$ cat src/rtl/lif_neuron_multi.sv
// Multi-synapse leaky integrate-and-fire neuron with saturation and refractory hold; LIF_SOFT_RESET_EN selects subtract-threshold reset on fire.
// Latency: 2 cycles step_valid -> out_valid; no backpressure, accepts a step every cycle.
module lif_neuron_multi #(
    parameter int NUM_SYN  = 4,
    parameter int WEIGHT_W = 8,
    parameter int POT_W    = 16,
    parameter int LEAK_W   = 8,
    parameter int REFRAC_W = 4,
    parameter logic signed [POT_W-1:0] RESET_VAL = '0
) (
    input  logic                        clk,
    input  logic                        rst_n,
    input  logic                        step_valid,
    input  logic [NUM_SYN-1:0]          in_spikes,
    input  logic [NUM_SYN*WEIGHT_W-1:0] weights,
    input  logic [LEAK_W-1:0]           leak_factor,
    input  logic [POT_W-1:0]            threshold,
    input  logic [REFRAC_W-1:0]         refrac_period,
    output logic                        out_valid,
    output logic                        out_spike,
    output logic [POT_W-1:0]            potential,
    output logic                        in_refrac
);

    localparam int SUM_W = WEIGHT_W + $clog2(NUM_SYN) + 1;
    localparam int EXT_W = POT_W + 2;

    // Clamp an extended-width value into the signed POT_W range.
    function automatic logic [POT_W-1:0] f_sat(input logic [EXT_W-1:0] v);
        logic [EXT_W-POT_W:0] top;
        top = v[EXT_W-1:POT_W-1];
        if (top == '0 || top == '1)
            return v[POT_W-1:0];
        else if (v[EXT_W-1])
            return {1'b1, {(POT_W-1){1'b0}}};
        else
            return {1'b0, {(POT_W-1){1'b1}}};
    endfunction

    logic [SUM_W-1:0]    w_syn_sum;
    logic                r_s1_vld;
    logic [SUM_W-1:0]    r_s1_sum;
    logic [LEAK_W-1:0]   r_s1_leak;
    logic [POT_W-1:0]    r_s1_thr;
    logic [POT_W-1:0]    r_pot;
    logic [REFRAC_W-1:0] r_cnt;
    logic                r_out_valid;
    logic                r_out_spike;
    logic [EXT_W-1:0]    w_v_raw;
    logic [POT_W-1:0]    w_v_sat;
    logic                w_fire;
    logic [POT_W-1:0]    w_fire_pot;

    always_comb begin
        w_syn_sum = '0;
        for (int i = 0; i < NUM_SYN; i++) begin
            if (in_spikes[i])
                w_syn_sum = w_syn_sum + {{(SUM_W-WEIGHT_W){weights[i*WEIGHT_W+WEIGHT_W-1]}},
                                         weights[i*WEIGHT_W +: WEIGHT_W]};
        end
    end

    assign w_v_raw = {{2{r_pot[POT_W-1]}}, r_pot}
                   + {{(EXT_W-SUM_W){r_s1_sum[SUM_W-1]}}, r_s1_sum}
                   - {{(EXT_W-LEAK_W){1'b0}}, r_s1_leak};
    assign w_v_sat = f_sat(w_v_raw);
    assign w_fire  = $signed(w_v_sat) >= $signed(r_s1_thr);

`ifdef LIF_SOFT_RESET_EN
    logic [EXT_W-1:0] w_resid_raw;
    assign w_resid_raw = {{2{w_v_sat[POT_W-1]}}, w_v_sat} - {{2{r_s1_thr[POT_W-1]}}, r_s1_thr};
    assign w_fire_pot  = f_sat(w_resid_raw);
`else
    assign w_fire_pot  = RESET_VAL;
`endif

    always_ff @(posedge clk or negedge rst_n) begin
        if (!rst_n) begin
            r_s1_vld    <= 1'b0;
            r_s1_sum    <= '0;
            r_s1_leak   <= '0;
            r_s1_thr    <= '0;
            r_pot       <= RESET_VAL;
            r_cnt       <= '0;
            r_out_valid <= 1'b0;
            r_out_spike <= 1'b0;
        end else begin
            r_s1_vld <= step_valid;
            if (step_valid) begin
                r_s1_sum  <= w_syn_sum;
                r_s1_leak <= leak_factor;
                r_s1_thr  <= threshold;
            end
            r_out_valid <= r_s1_vld;
            r_out_spike <= 1'b0;
            // Refractory steps only count down; potential and inputs are untouched.
            if (r_s1_vld) begin
                if (r_cnt != '0) begin
                    r_cnt <= r_cnt - REFRAC_W'(1);
                end else if (w_fire) begin
                    r_out_spike <= 1'b1;
                    r_pot       <= w_fire_pot;
                    r_cnt       <= refrac_period;
                end else begin
                    r_pot <= w_v_sat;
                end
            end
        end
    end

    assign out_valid = r_out_valid;
    assign out_spike = r_out_spike;
    assign potential = r_pot;
    assign in_refrac = (r_cnt != '0);

endmodule
$ cat config.mk
export PLATFORM = sky130hd
export DESIGN_NAME = lif_neuron_multi
export DESIGN_NICKNAME = d
export VERILOG_FILES = /design/src/rtl/lif_neuron_multi.sv
export SDC_FILE = /design/constraint.sdc
export NUM_CORES = 1
export LEC_CHECK = 0
export CAP_MARGIN = 20
export CORE_MARGIN = 1
export CORE_UTILIZATION = 56
export DETAILED_ROUTE_END_ITERATION = 10
export GPL_TIMING_DRIVEN = 0
export PLACE_DENSITY = 0.84
export SYNTH_ARGS = -nofsm -noshare
export SYNTH_HDL_FRONTEND = slang
export SYNTH_SLANG_ARGS = --single-unit
$ cat constraint.sdc
create_clock -name clk -period 7.1 [get_ports clk]
set_clock_uncertainty 0.2 [all_clocks]
set_input_delay 1.42 -clock clk [delete_from_list [all_inputs] [get_ports clk]]
set_output_delay 1.42 -clock clk [all_outputs]
set_load 0.02 [all_outputs]
==> results.txt, run 1 <==
Hold Path Class - register to register
minimum clock period - 6660 ps
Worst setup SP type - primary input
HPWL Detailed - 11.6 mm
Final WS setup - 444 ps
synth cell count leaders - 98 x inv_1, 71 x nand2_1, 70 x ha_1, 58 x dfrtp_1, 50 x a21oi_1
Worst Setup End Kind - register
top cells by area, synth - dfrtp_1 25%, ha_1 15%, inv_1 6.5%
vias per cell - 5.66
Vias - 5148
Power Dens Cells - 519 nW/um^2
initial cell density of the core - 0.580
Critical Path Source - in_spikes[0]
Worst EP required - 7100 ps
area grow syn2layout - 22.2%
synthesized area per cell - 8.40 um^2
Total GRT Usage - 0.286
GP Congestion - 0.946
FF-to-FF setup slack - 860 ps
CTS Buffer Depth - 2
simple-gate share of the synthesized area - 0.147
initial antenna violation count - 0
yosys warns - 0
largest net degree at the start of global routing - 39
CTS tree - built
worst path arrival time - 6650 ps
Adder-Cell Fraction of Synth Area - 0.193
Die Wd - 103 um
outcome - complete, no violations
Root Driver - clkbuf_8
Ant. Diodes - 0
number of global-route vias before repair - 5114
Ports - 86
Post-CTS Setup Bufs - 0
mux cell area share after synthesis - 0.0404
row count - 36
path depth of the worst reg2reg path - 23
number of synthesized flops with an enable pin - 0
Clock transition at path regs - 70 ps
Mapped Area - 5690 um^2
Max Clk Rate - 0.150 GHz
Crit Path Max Fanout - 8
core area - 9820 um^2
CTS sink cnt - 58
ys async rst share - 1.00
DR pass1 iterations - 4
count of final setup violators - 0
hold depth - 0
largest family of logic cells by synthesized area - compound AO/OA/AOI/OAI gates
worst r2r src - potential[6]$_DFFE_PN0P_
most numerous cell in the Yosys netlist - inv_1
XOR/XNOR Fraction of Synth Area - 0.0538
Synth Register Bits - 58
WL per Instance - 15.7 um
Worst-Margin Slew - 574 ps
PortBufs - 83
Worst-Skew Late Latency - 360 ps
top_reg_cell synth - dfrtp_1
Remaining Overflow, GRT - 0
Iter 0 DRT Violations - 274
final hold viol count - 0
Synth Area in Compound Gates - 0.226
cts hold-fix bufs - 0
Nets - 921
DRT antenna net count - 0
RSZ-0062 raised after global routing - no
fin crit share - 0.938
TritonCTS Buffers - 9
final WL - 14.3 mm
Final Max Slew Viols - 0
worst vdd ir - 0.000310 V
post-CTS resize count - 0
Max-Cap Viols - 0
sequential area share after synthesis - 0.255
cell taking the most area after synthesis - dfrtp_1
first-pass GRT wire length - 23.1 mm
Synth Instances - 678
Place WS - 83.1 ps
Lkg Pwr - 3.32 nW
die height - 103 um
Die ar. - 10600 um^2
Post-Syn Nets - 826
critical path class - primary input to register
H-tree levels - 3
relative slew slack - 0.617
Setup TNS - 0 ps
Hold Startpoint - r_s1_vld$_DFF_PN0_
remaining routing DRC violations - 0
library cells used by synthesis - 72
layout cell share with drive strength beyond 1 - 0.0914
Synth top area share - 0.255
layout make-up:
cell class | count | area (um^2)
repair buffers | 84 | 846
well taps | 133 | 166
clock inverters | 4 | 98.8
inverters | 98 | 368
plain buffers | 21 | 118
multi-input cells | 501 | 3760
clock buffers | 11 | 151
flip-flops and latches | 58 | 1450
fillers | 821 | 2860
per-layer routing:
metal	up-vias	global-route usage	wire [um]
met5	-	0	0
li1	2539	-	-
met2	169	0.521	7230
met3	32	0.0603	886
met4	0	0.102	323
met1	2408	0.330	5830
sequential cells by signal (all words and copies together) (netlist names):
name / cells
potential: 16
r_s1_thr: 16
r_s1_sum: 11
r_s1_leak: 8
r_cnt: 4
out_spike: 1
out_valid: 1
r_s1_vld: 1
where the power goes:
part	leakage, nW	switching, mW	internal (mW)	total, mW
logic	2.48	1.62	1.13	2.75
clock network	0.126	0.141	0.251	0.392
registers	0.715	0.0625	0.406	0.468
per-stage QoR:
step                hold WS, ps  utilization  power [mW]  cells  instance area, um^2
floorplan                   152            -        2.50    678                 5690
global placement            159        0.681        3.02    894                 6690
detailed placement          163        0.683        3.17    895                 6710
CTS                         179        0.708        3.59    910                 6960
global route                199        0.708        3.92    910                 6960
finish                      175        0.708        3.61    910                 6960
worst max-delay path, cell delays in order:
cell,delay [ps]
clkdlybuf4s50_1,540
and2_1,210
ha_1,190
inv_1,70
fa_1,210
nor2b_1,80
o2111a_1,260
a2111oi_0,490
xnor2_1,120
mux2_2,300
ha_1,320
or2_2,300
a21o_1,180
a31oi_1,200
xnor2_1,80
mux2i_1,210
inv_1,70
ha_1,320
a21o_1,190
a41oi_1,210
xnor2_1,150
nand2_1,80
xor2_1,170
xnor2_1,200
a21oi_1,90
cell usage in the layout, fill, tap and decap left out, drive strengths merged, types with 4 or more instances in the layout:
| cell | synthesis | routed |
|---|---|---|
| inv | 98 | 98 |
| clkdlybuf4s50 | 0 | 82 |
| nand2 | 72 | 72 |
| ha | 70 | 70 |
| dfrtp | 58 | 58 |
| o21ai | 54 | 54 |
| a21oi | 53 | 53 |
| nor2 | 42 | 42 |
| xnor2 | 28 | 28 |
| clkbuf | 15 | 26 |
| mux2 | 16 | 16 |
| a21o | 16 | 16 |
| nand3 | 11 | 11 |
| fa | 11 | 11 |
| nor2b | 8 | 8 |
| nor3 | 7 | 7 |
| xor2 | 7 | 7 |
| a31oi | 7 | 7 |
| o211ai | 7 | 7 |
| o31ai | 7 | 7 |
| buf | 5 | 7 |
| o21bai | 6 | 6 |
| and3 | 6 | 6 |
| o21a | 6 | 6 |
| nand2b | 5 | 5 |
| mux2i | 5 | 5 |
| and2 | 5 | 5 |
| o2111ai | 4 | 4 |
| nand4 | 4 | 4 |
cells by family (layout without fill, tap and decap cells):
family,Yosys count,in the layout
buf+inv,119,218
flops,58,58
mux,21,21
simple gates,178,178
compound gates,186,186
fa+ha+maj,81,81
xor+xnor,35,35
worst paths after layout:
check | endpoint
hold reg to reg | out_valid$_DFF_PN0_
setup / recovery | r_s1_sum[10]$_DFFE_PN0P_
hold / removal | out_valid$_DFF_PN0_
setup reg to reg | potential[5]$_DFFE_PN0P_
max in group asynchronous | r_s1_sum[10]$_DFFE_PN0P_
min in group asynchronous | potential[15]$_DFFE_PN0P_
No activity file was read; power rests on OpenSTA's default activity.
==> inputs of run 2 (changes only) <==
Settings changed: CORE_UTILIZATION 56 to 50, PLACE_DENSITY 0.84 to 0.77.
==> results.txt, run 2 (synthesized netlist as in run 1, its figures left out) <==
Worst Setup End Kind - register
layout cell share with drive strength beyond 1 - 0.0887
placed insts - 902
cts hold-fix bufs - 0
die height - 109 um
Nets - 921
fin crit share - 0.946
Final Max Slew Viols - 0
Crit Path Max Fanout - 8
final WL - 14.1 mm
Remaining Overflow, GRT - 0
Iter 0 DRT Violations - 294
Tot Pwr - 3.63 mW
Power Dens Cells - 518 nW/um^2
Worst setup SP type - primary input
Seq pwr share - 0.129
row count - 38
Max Clk Rate - 0.149 GHz
Max-Cap Viols - 0
count of final setup violators - 0
slowest stage delay, CP - 540 ps
worst vdd ir - 0.000340 V
combinational fraction of design power - 0.751
GP Congestion - 0.903
Net Sw Power - 1.81 mW
initial antenna violation count - 0
commonest cells after routing, fill and taps aside - 98 x inv_1, 82 x clkdlybuf4s50_1, 71 x nand2_1, 70 x ha_1, 58 x dfrtp_1
Die ar. - 11800 um^2
relative slew slack - 0.601
RSZ-0062 raised after global routing - no
CTS tree - built
Setup TNS - 0 ps
Root Driver - clkbuf_16
Worst-Margin Slew - 592 ps
most used cell, CP - xnor2_1
H-tree levels - 3
Total GRT Usage - 0.254
final cell count without fillers - 918
largest net degree at the start of global routing - 41
critical path class - primary input to register
commonest non-fill, non-tap cell in the layout - inv_1
Clock transition at path regs - 50 ps
first-pass GRT wire length - 23.4 mm
remaining routing DRC violations - 0
Worst EP required - 7090 ps
Lkg Pwr - 3.34 nW
outcome - complete, no violations
Die Wd - 109 um
DR pass1 iterations - 5
initial cell density of the core - 0.518
DRT antenna net count - 0
Post-CTS Setup Bufs - 0
register area - 1450 um^2
final hold viol count - 0
P_int - 1.82 mW
# fillers - 952
CTS sink cnt - 58
Multi-input gate area - 3760 um^2
HPWL Detailed - 11.3 mm
Hold Path Class - register to register
number of global-route vias before repair - 5090
minimum clock period - 6720 ps
Slowest cell on crit path - clkdlybuf4s50_1
worst path arrival time - 6710 ps
TritonCTS Buffers - 9
core area - 11000 um^2
Ant. Diodes - 0
WL per Instance - 15.3 um
PortBufs - 83
vias per cell - 5.66
area grow syn2layout - 23.2%
clock share of power - 0.121
Vias - 5192
Sw Share - 0.499
FF-to-FF setup slack - 800 ps
Ports - 86
CTS Buffer Depth - 2
Worst-Skew Late Latency - 330 ps
-- run 2: cell types whose count changed in the layout (fill, tap and decap cells not counted), sizes merged --
cell and change:
clkbuf +3, bufinv -2
-- run 2: timing repair --
action / CTS / global route
setup endpoints to repair: 0 / 1
gates resized for setup: 0 / 1
endpoints found under the hold margin: 0 / 0
-- run 2: cell type report --
class	count	area share
plain buffers	21	0.0168
flip-flops and latches	58	0.207
well taps	140	0.0250
clock buffers	14	0.0376
repair buffers	84	0.121
clock inverters	2	0.00499
inverters	98	0.0524
multi-input cells	501	0.536
-- run 2: critical path: cells and delay by family --
kind                     cells  cell delay (ps)
adder cells (fa/ha/maj)      4             1040
AO/OA/AOI/OAI                7             1610
multiplexers                 2              540
XOR/XNOR                     5              760
AND/OR/NAND/NOR              4              660
buffers and inverters        3              680
-- run 2: through the flow --
| step | hold slack (ps) | area, um^2 | util | setup slack [ps] |
|---|---|---|---|---|
| floorplan | 152 | 5690 | - | 1210 |
| global placement | 158 | 6700 | 0.610 | 129 |
| detailed placement | 156 | 6710 | 0.611 | 48.7 |
| CTS | 169 | 7010 | 0.639 | 367 |
| global route | 201 | 7010 | 0.639 | 67.9 |
| finish | 172 | 7010 | 0.639 | 383 |
-- run 2: path summary, 6_finish.rpt --
path | from | endpoint | cells past startpoint
worst max-delay path | in_spikes[0] | r_s1_sum[10]$_DFFE_PN0P_ | 25
worst min-delay path | r_s1_vld$_DFF_PN0_ | out_valid$_DFF_PN0_ | 0
worst max register to register | potential[6]$_DFFE_PN0P_ | potential[5]$_DFFE_PN0P_ | 23
worst min register to register | r_s1_vld$_DFF_PN0_ | out_valid$_DFF_PN0_ | 0
max in group asynchronous | rst_n | r_s1_leak[1]$_DFFE_PN0P_ | 2
min in group asynchronous | rst_n | r_cnt[2]$_DFFE_PN0P_ | 1
-- run 2: power by group through the flow --
stage | logic (mW) | registers [mW] | clock network (mW)
2_1_floorplan | 2.00 | 0.493 | 0
3_3_place_gp | 2.58 | 0.467 | 0
3_5_place_dp | 2.69 | 0.471 | 0
4_1_cts | 2.72 | 0.466 | 0.444
5_1_grt | 3.05 | 0.477 | 0.458
6_report | 2.73 | 0.467 | 0.438
-- run 2: layer usage --
layer,track usage,routed length [um],up-vias
met5,0,0,-
met4,0.131,539,0
met3,0.0353,678,41
met2,0.448,7000,169
met1,0.299,5860,2448
li1,-,-,2534
==> inputs of run 3 (changes only) <==
Settings changed: ABC_AREA from default to 1, PLACE_DENSITY 0.77 to 0.76.
==> results.txt, run 3 <==
outcome - complete, no violations
Die Wd - 113 um
Post-CTS Setup Bufs - 0
TritonCTS Buffers - 9
CTS tree - built
Vias - 6024
Reg2Reg Capture Point - potential[6]$_DFFE_PN0P_
largest net degree at the start of global routing - 41
minimum clock period - 5820 ps
Crit Path Max Fanout - 6
slowest stage delay, CP - 450 ps
fin crit share - 0.820
HPWL Detailed - 12.6 mm
commonest non-fill, non-tap cell in the layout - nand2_1
Root Driver - clkbuf_16
Iter 0 DRT Violations - 291
Hold Path Class - register to register
Multi-input gate area - 3860 um^2
sequential area share after synthesis - 0.237
Synth Instances - 942
critical path class - primary input to register
H-tree levels - 3
Place WS - 995 ps
most numerous cell in the Yosys netlist - nand2_1
initial antenna violation count - 0
Max-Cap Viols - 0
library cells used by synthesis - 37
top cells by area, synth - dfrtp_1 24%, nand2_1 19%, ha_1 14%
Hold Startpoint - r_cnt[1]$_DFFE_PN0P_
hold depth - 2
Synth top area share - 0.237
row count - 40
FF-to-FF setup slack - 2390 ps
# fillers - 1113
die height - 113 um
worst path arrival time - 5840 ps
Clock transition at path regs - 50 ps
Slowest cell on crit path - clkdlybuf4s50_1
Synth Register Bits - 58
GP Congestion - 0.954
synth cell count leaders - 313 x nand2_1, 174 x inv_1, 70 x ha_1, 58 x dfrtp_1, 53 x nand3_1
cts hold-fix bufs - 0
Hold EP - r_cnt[1]$_DFFE_PN0P_
Remaining Overflow, GRT - 0
Worst Setup End Kind - register
Worst-Skew Late Latency - 330 ps
final WL - 15.4 mm
Power Dens Cells - 525 nW/um^2
Ports - 86
Mapped Area - 6130 um^2
Lkg Pwr - 4.19 nW
DR pass1 iterations - 5
cell taking the most area after synthesis - dfrtp_1
Nets - 1185
register area - 1450 um^2
Worst EP required - 7120 ps
final hold viol count - 0
most used cell, CP - nand2_1
Total GRT Usage - 0.259
number of synthesized flops with an enable pin - 0
DRT antenna net count - 0
CTS Buffer Depth - 2
post-CTS resize count - 0
yosys warns - 0
top_reg_cell synth - dfrtp_1
remaining routing DRC violations - 0
Setup TNS - 0 ps
vias per cell - 5.07
area grow syn2layout - 21.3%
ys async rst share - 1.00
first-pass GRT wire length - 26.2 mm
Min Hold Slack - 269 ps
path depth of the worst reg2reg path - 28
count of final setup violators - 0
Die ar. - 12700 um^2
synthesized area per cell - 6.50 um^2
Post-Syn Nets - 1090
commonest cells after routing, fill and taps aside - 313 x nand2_1, 174 x inv_1, 82 x clkdlybuf4s50_1, 70 x ha_1, 58 x dfrtp_1
Worst-Margin Slew - 595 ps
worst vdd ir - 0.000303 V
Final Max Slew Viols - 0
PortBufs - 83
relative slew slack - 0.603
CTS sink cnt - 58
core area - 12000 um^2
WL per Instance - 12.9 um
Max Clk Rate - 0.172 GHz
initial cell density of the core - 0.512
worst r2r src - potential[1]$_DFFE_PN0P_
layout cell share with drive strength beyond 1 - 0.0643
number of global-route vias before repair - 5804
RSZ-0062 raised after global routing - no
Final WS setup - 1280 ps
Ant. Diodes - 0
Worst setup SP type - primary input
## run 3: changes by cell type in the layout (fill, tap and decap cells not counted), moves of 7 or more
cell / before / now
o21ai_2: 11 / 0
inv_2: 0 / 13
xnor2_1: 28 / 15
nand4_1: 4 / 21
mux2_2: 16 / 0
a21o_1: 15 / 4
o211ai_1: 7 / 0
nand2_2: 1 / 19
nand3_1: 11 / 53
nor2b_1: 8 / 0
inv_1: 98 / 174
a21oi_1: 50 / 42
nand2_1: 71 / 313
## run 3: through the flow
| step | power [mW] | cell area (um^2) | util | instances |
|---|---|---|---|---|
| 5_1_grt | 4.35 | 7430 | 0.621 | 1189 |
| 2_1_floorplan | 2.75 | 6130 | - | 942 |
| 3_3_place_gp | 3.38 | 7140 | 0.597 | 1172 |
| 6_report | 3.90 | 7430 | 0.621 | 1189 |
| 3_5_place_dp | 3.45 | 7160 | 0.598 | 1173 |
| 4_1_cts | 3.89 | 7430 | 0.621 | 1189 |
## run 3: power by group
group          switching, mW  total [mW]  internal (mW)
registers             0.0638       0.478          0.414
logic                   1.88        3.02           1.14
clock network          0.154       0.398          0.245
total                   2.10        3.90           1.80
## run 3: kinds of logic (layout without fill, tap and decap cells)
logic type,count (synthesis),count (layout),share of synthesized area
buffers and inverters,209,309,0.133
muxes,1,1,0.00163
AOI/OAI and AO/OA,103,103,0.0896
adders and majority gates,81,81,0.179
xor gates and xnor gates,25,25,0.0357
DFF,58,58,0.237
and+or+nand+nor,465,465,0.324
## run 3: critical path, delay by kind of cell
family | cells | cell delay (ps)
compound gates | 3 | 690
xor+xnor | 1 | 140
fa+ha+maj | 4 | 1290
buf+inv | 5 | 690
simple gates | 16 | 1610
## run 3: worst max-delay path by stage
stage	from	endpoint	slack, ps
2_1_floorplan	in_spikes[0]	r_s1_sum[10]$_DFFE_PN0P_	1860
6_report	weights[0]	r_s1_sum[9]$_DFFE_PN0P_	1280
3_5_place_dp	weights[0]	r_s1_sum[10]$_DFFE_PN0P_	1000
4_1_cts	weights[0]	r_s1_sum[10]$_DFFE_PN0P_	1320
5_1_grt	weights[0]	r_s1_sum[10]$_DFFE_PN0P_	880
3_3_place_gp	weights[0]	r_s1_sum[9]$_DFFE_PN0P_	1050
## run 3: final cells by class
type | instances | area share
multi-input combinational | 675 | 0.519
sequential | 58 | 0.195
timing repair buffer | 84 | 0.114
inverter | 189 | 0.0955
clock buffer | 12 | 0.0332
tap | 147 | 0.0248
buffer | 20 | 0.0145
clock inverter | 4 | 0.00370
## run 3: per-layer routing
layer	wire (um)	share of wire	global-route usage
met1	7230	0.47	0.333
met5	0	0	0
met2	7170	0.47	0.442
met4	320	0.021	0.0818
met3	651	0.042	0.0477
